<file path="config.mk">
export PLATFORM = sky130hd
export DESIGN_NAME = store_narrower
export DESIGN_NICKNAME = d
export VERILOG_FILES = /design/src/rtl/store_narrower.sv
export SDC_FILE = /design/constraint.sdc
export NUM_CORES = 1
export LEC_CHECK = 0
export BUFFER_PORTS_ARGS = -buffer_cell sky130_fd_sc_hd__buf_2
export CAP_MARGIN = 20
export CORE_UTILIZATION = 50
export CTS_CLUSTER_DIAMETER = 60
export DETAILED_ROUTE_END_ITERATION = 8
export GPL_ROUTABILITY_DRIVEN = 0
export GPL_TIMING_DRIVEN = 0
export PLACE_DENSITY = 0.74
export SLEW_MARGIN = 20
export SYNTH_ARGS = -nofsm -noshare
export SYNTH_HDL_FRONTEND = slang
export SYNTH_SLANG_ARGS = --single-unit
</file>
<file path="constraint.sdc">
create_clock -name CLK -period 3.55 [get_ports CLK]
set_input_delay 0.1775 -clock CLK [delete_from_list [all_inputs] [get_ports CLK]]
set_output_delay 0.1775 -clock CLK [all_outputs]
set_load 0.01 [all_outputs]
</file>
<file path="src/rtl/store_narrower.sv">
// MEM-stage store-data formatter: narrows a register value to byte/half/word, replicates it across
// lanes, builds byte enables, and buffers results in a 2-entry skid FIFO. Optional macro: MISALIGN_TRAP_EN.
module store_narrower #(
    parameter int WL  = 32,
    parameter int HWL = 16,
    localparam int NB = WL / 8
) (
    input  logic          CLK,
    input  logic          RSTn,
    input  logic          in_valid,
    output logic          in_ready,
    input  logic [WL-1:0] Data,
    input  logic [1:0]    Size,
    input  logic [1:0]    Addr,
    output logic          out_valid,
    input  logic          out_ready,
    output logic [WL-1:0] WData,
    output logic [NB-1:0] BE,
    output logic          Misaligned,
    output logic          Err,
    output logic [1:0]    buf_state
);

    // Handshake: a side transfers on a rising CLK edge where its valid and ready are both high;
    // valid never depends on ready, and a presented head holds stable until it is taken.

    typedef struct packed {
        logic [WL-1:0] wdata;
        logic [NB-1:0] be;
        logic          mis;
        logic          err;
    } entry_t;

    typedef enum logic [1:0] {
        EMPTY = 2'd0,
        ONE   = 2'd1,
        TWO   = 2'd2
    } state_t;

    state_t state, next_state;
    entry_t head, tail, fmt;
    logic   in_fire, out_fire;
    logic   head_load_new, head_load_tail, tail_load;

    always_comb begin
        fmt       = '0;
        fmt.wdata = Data;
        case (Size)
            2'b00: begin
                fmt.wdata = {NB{Data[7:0]}};
                fmt.be    = {{(NB-1){1'b0}}, 1'b1} << Addr;
            end
            2'b01: begin
                fmt.wdata = {(WL/HWL){Data[HWL-1:0]}};
                fmt.be    = {{(NB-2){1'b0}}, 2'b11} << {Addr[1], 1'b0};
`ifdef MISALIGN_TRAP_EN
                if (Addr[0]) begin
                    fmt.be  = '0;
                    fmt.mis = 1'b1;
                end
`endif
            end
            2'b10: begin
                fmt.be = '1;
`ifdef MISALIGN_TRAP_EN
                if (Addr != 2'b00) begin
                    fmt.be  = '0;
                    fmt.mis = 1'b1;
                end
`endif
            end
            default: begin
                fmt.be  = '0;
                fmt.err = 1'b1;
            end
        endcase
    end

    // in_ready is forced low while reset is asserted, even though the state is already EMPTY.
    assign in_ready  = RSTn && (state != TWO);
    assign out_valid = (state != EMPTY);
    assign in_fire   = in_valid && in_ready;
    assign out_fire  = out_valid && out_ready;

    always_comb begin
        next_state     = state;
        head_load_new  = 1'b0;
        head_load_tail = 1'b0;
        tail_load      = 1'b0;
        case (state)
            EMPTY: begin
                if (in_fire) begin
                    next_state    = ONE;
                    head_load_new = 1'b1;
                end
            end
            ONE: begin
                if (in_fire && out_fire) begin
                    head_load_new = 1'b1;
                end else if (in_fire) begin
                    next_state = TWO;
                    tail_load  = 1'b1;
                end else if (out_fire) begin
                    next_state = EMPTY;
                end
            end
            TWO: begin
                if (out_fire) begin
                    next_state     = ONE;
                    head_load_tail = 1'b1;
                end
            end
            default: next_state = EMPTY;
        endcase
    end

    always_ff @(posedge CLK or negedge RSTn) begin
        if (!RSTn) begin
            state <= EMPTY;
            head  <= '0;
            tail  <= '0;
        end else begin
            state <= next_state;
            if (head_load_new) begin
                head <= fmt;
            end else if (head_load_tail) begin
                head <= tail;
            end
            if (tail_load) begin
                tail <= fmt;
            end
        end
    end

    assign WData      = head.wdata;
    assign BE         = head.be;
    assign Misaligned = head.mis;
    assign Err        = head.err;
    assign buf_state  = state;

endmodule
</file>
==> flow_metrics.tcl <==
set metrics [dict create \
    status "complete, no violations" \
    crit_slowest_cell "dlygate4sd3_1" \
    drt-total-wl_um 9050 \
    die_y_um 88.7 \
    syn-cell-area_um2 3760 \
    grt_max_degree 50 \
    synth-compound-area-share_pct 11.1 \
    final_cell_mix "85 x buf_2, 76 x dfrtp_1, 62 x nand2_1" \
    drc_errors 0 \
    synthMuxAreaShare_pct 19.8 \
    synth_top_family_by_area "multiplexers" \
    ys_seq_area_share_pct 50.6 \
    coreArea_um2 7250 \
    clock_latency_ns 0.34 \
    maxClockFrequency_mhz 480 \
    initialDrtViolationCount 138 \
    placementRows 31 \
    antenna_left 0 \
    synth_fp_nets 399 \
    p_leak_nw 2.33 \
    dp.cells 538 \
    post-dp-hpwl_um 6520 \
    slew_viol_final 0 \
    netlist_instances 359 \
    synth_adder_area_share_pct 0 \
    cp.buffers_inverters 3 \
    clkSinkCount 76 \
    setup_tns_ns 0 \
    cap_violations 0 \
    powerDensity_nw_per_um2 568 \
    drive_gt1_share_pct 33.0 \
    endpoint_kind "flip-flop" \
    min_path_type "primary input to flip-flop" \
    grt_pass1_wl_um 14000 \
    portBuffers 79 \
    critical_path_class "primary input to flip-flop" \
    crit_required_ns 3.78 \
    vias_per_cell 5.29 \
    die_w_um 88.7 \
    rsz0062_at_grt "no" \
    cts_root_buffer "clkbuf_8" \
    fin_crit_sh_pct 58.7 \
    post_cts_resized 0 \
    final_common_cell "buf_2" \
    path_cells "dlygate4sd3_1, buf_4, buf_16, nand3b_4, nor2_2, mux2_2" \
    fin_crit_ns 2.08 \
    cts_tree "yes" \
    die_area_um2 7860 \
    drtPass1Iterations 4 \
    synth_cell_types 30 \
    crit_arrival_ns 2.31 \
    crit_fanout 49 \
    clk_pin_slew_worst_paths_ns 0.07 \
    fin_cells 554 \
    slowest_delay_ns 0.53 \
    n_antenna_cell 0 \
    initial_core_util_pct 51.8 \
    wl_per_cell_um 16.3 \
    ir_worst_vdd_uv 337 \
    cts_max_level 3 \
    numCtsBuffers 9 \
    hold_viol_final 0 \
    syn2layout_area_growth_pct 19.4 \
    crit_path_start_kind "primary input" \
    ys_ff_latch 76 \
    finalInstanceArea_um2 4480 \
    grtUsageTotal_pct 24.3 \
    grt-ovfl-total 0 \
    synth-simple-area-share_pct 12.7 \
    grt_pass1_vias 2910 \
    clock_skew_ns 0.00867 \
    nets 491 \
    antenna_found_initial 0 \
    avgSynthCellArea_um2 10.5 \
    cts_buffer_depth 2 \
    ys_warn_count 0 \
    crit_family "buffers and inverters" \
    vias 2933 \
    placed_area_um2 4310 \
    setup_viol 0 \
    synth_xor_area_share_pct 0 \
    final_util_pct 61.8 \
    pin_count 82 \
]
==> path summary, 6_finish.rpt <==
path | start | end | slack [ns] | depth (start not counted)
max in group asynchronous | RSTn | WData[7]$_DFFE_PN0P_ | 2.66 | 3
worst min register to register | tail[13]$_DFFE_PN0P_ | tail[13]$_DFFE_PN0P_ | 0.48 | 2
worst max register to register | buf_state[1]$_DFFE_PN0P_ | tail[4]$_DFFE_PN0P_ | 2.03 | 3
worst min-delay path | out_ready | buf_state[1]$_DFFE_PN0P_ | 0.08 | 2
min in group asynchronous | RSTn | tail[24]$_DFFE_PN0P_ | 0.32 | 2
worst max-delay path | RSTn | tail[4]$_DFFE_PN0P_ | 1.47 | 6
==> cell type report <==
type	count	area, µm²
Sequential cell	76	1900
Timing Repair Buffer	81	435
Multi-Input combinational cell	258	1640
Tap cell	99	124
Clock buffer	13	159
Fill cell	640	2770
Buffer	25	214
Clock inverter	2	10.0
==> worst reg2reg max path: stages (launching register included) <==
cell      delay [ns]
dfrtp_1         0.43
nand3b_4        0.20
nor2_2          0.38
mux2_2          0.40
==> cells by family (layout without fill, tap and decap cells) <==
| kind of cell | after synthesis | count (layout) |
|---|---|---|
| muxes | 63 | 63 |
| AOI/OAI and AO/OA | 82 | 82 |
| and+or+nand+nor | 112 | 112 |
| buffers and inverters | 25 | 121 |
| other | 1 | 1 |
| DFF | 76 | 76 |
==> what timing repair did <==
item,4_1_cts,5_1_grt
buffers inserted,0,0
hold buffers,1,0
hold endpoints to repair,31,0
==> sequential cells by signal (all words and copies together) (netlist names) <==
signal,flops
WData,32
buf_state,2
BE,4
Err,1
tail,37
==> routing by layer <==
metal | GRT usage (%) | up-vias | part of all wire [%] | routed length, µm
met4 | 9.38 | 0 | 1.9 | 172
li1 | - | 1399 | - | -
met3 | 4.66 | 14 | 4.5 | 404
met2 | 39.7 | 77 | 48 | 4320
met1 | 32.2 | 1443 | 46 | 4150
met5 | 0 | - | 0 | 0
==> cells in the mapped netlist <==
library cell / instances / area (µm²)
and2_1: 1 / 6.26
mux2_2: 9 / 101
o21ai_1: 24 / 120
buf_2: 7 / 35.0
nor2_1: 37 / 139
or2_1: 1 / 6.26
nand2b_1: 2 / 12.5
mux2i_1: 34 / 340
nor2_2: 1 / 6.26
a21oi_1: 37 / 185
a31oi_1: 1 / 6.26
mux2_4: 20 / 300
nor2b_1: 2 / 12.5
a21o_1: 1 / 7.51
clkbuf_1: 2 / 7.51
or2_2: 1 / 6.26
nand2_1: 62 / 233
nand3b_4: 1 / 20.0
o22ai_1: 1 / 6.26
buf_6: 7 / 78.8
a21boi_0: 1 / 7.51
nor2_4: 1 / 11.3
buf_12: 2 / 40.0
o21ai_0: 17 / 85.1
dfrtp_1: 76 / 1900
nand3b_1: 1 / 7.51
buf_4: 7 / 52.6
conb_1: 1 / 3.75
or2b_1: 1 / 7.51
nor2b_2: 1 / 8.76
==> report_power, final <==
part	switching [W]	internal, W	total, W	leakage, nW
combinational	0.000359	0.000352	0.000711	1.32
clock	0.000288	0.000287	0.000575	0.0893
sequential	0.000141	0.00112	0.00126	0.920
==> stage by stage <==
step	setup slack, ns	hold slack [ns]	power (W)
CTS	1.42	0.0726	0.00256
detailed placement	1.60	0.146	0.00198
finish	1.47	0.0820	0.00255
floorplan	2.12	-0.118	0.00171
global placement	0.884	0.430	0.00194
global route	1.29	0.107	0.00271
Note: power is estimated with default switching activity, not from simulation.
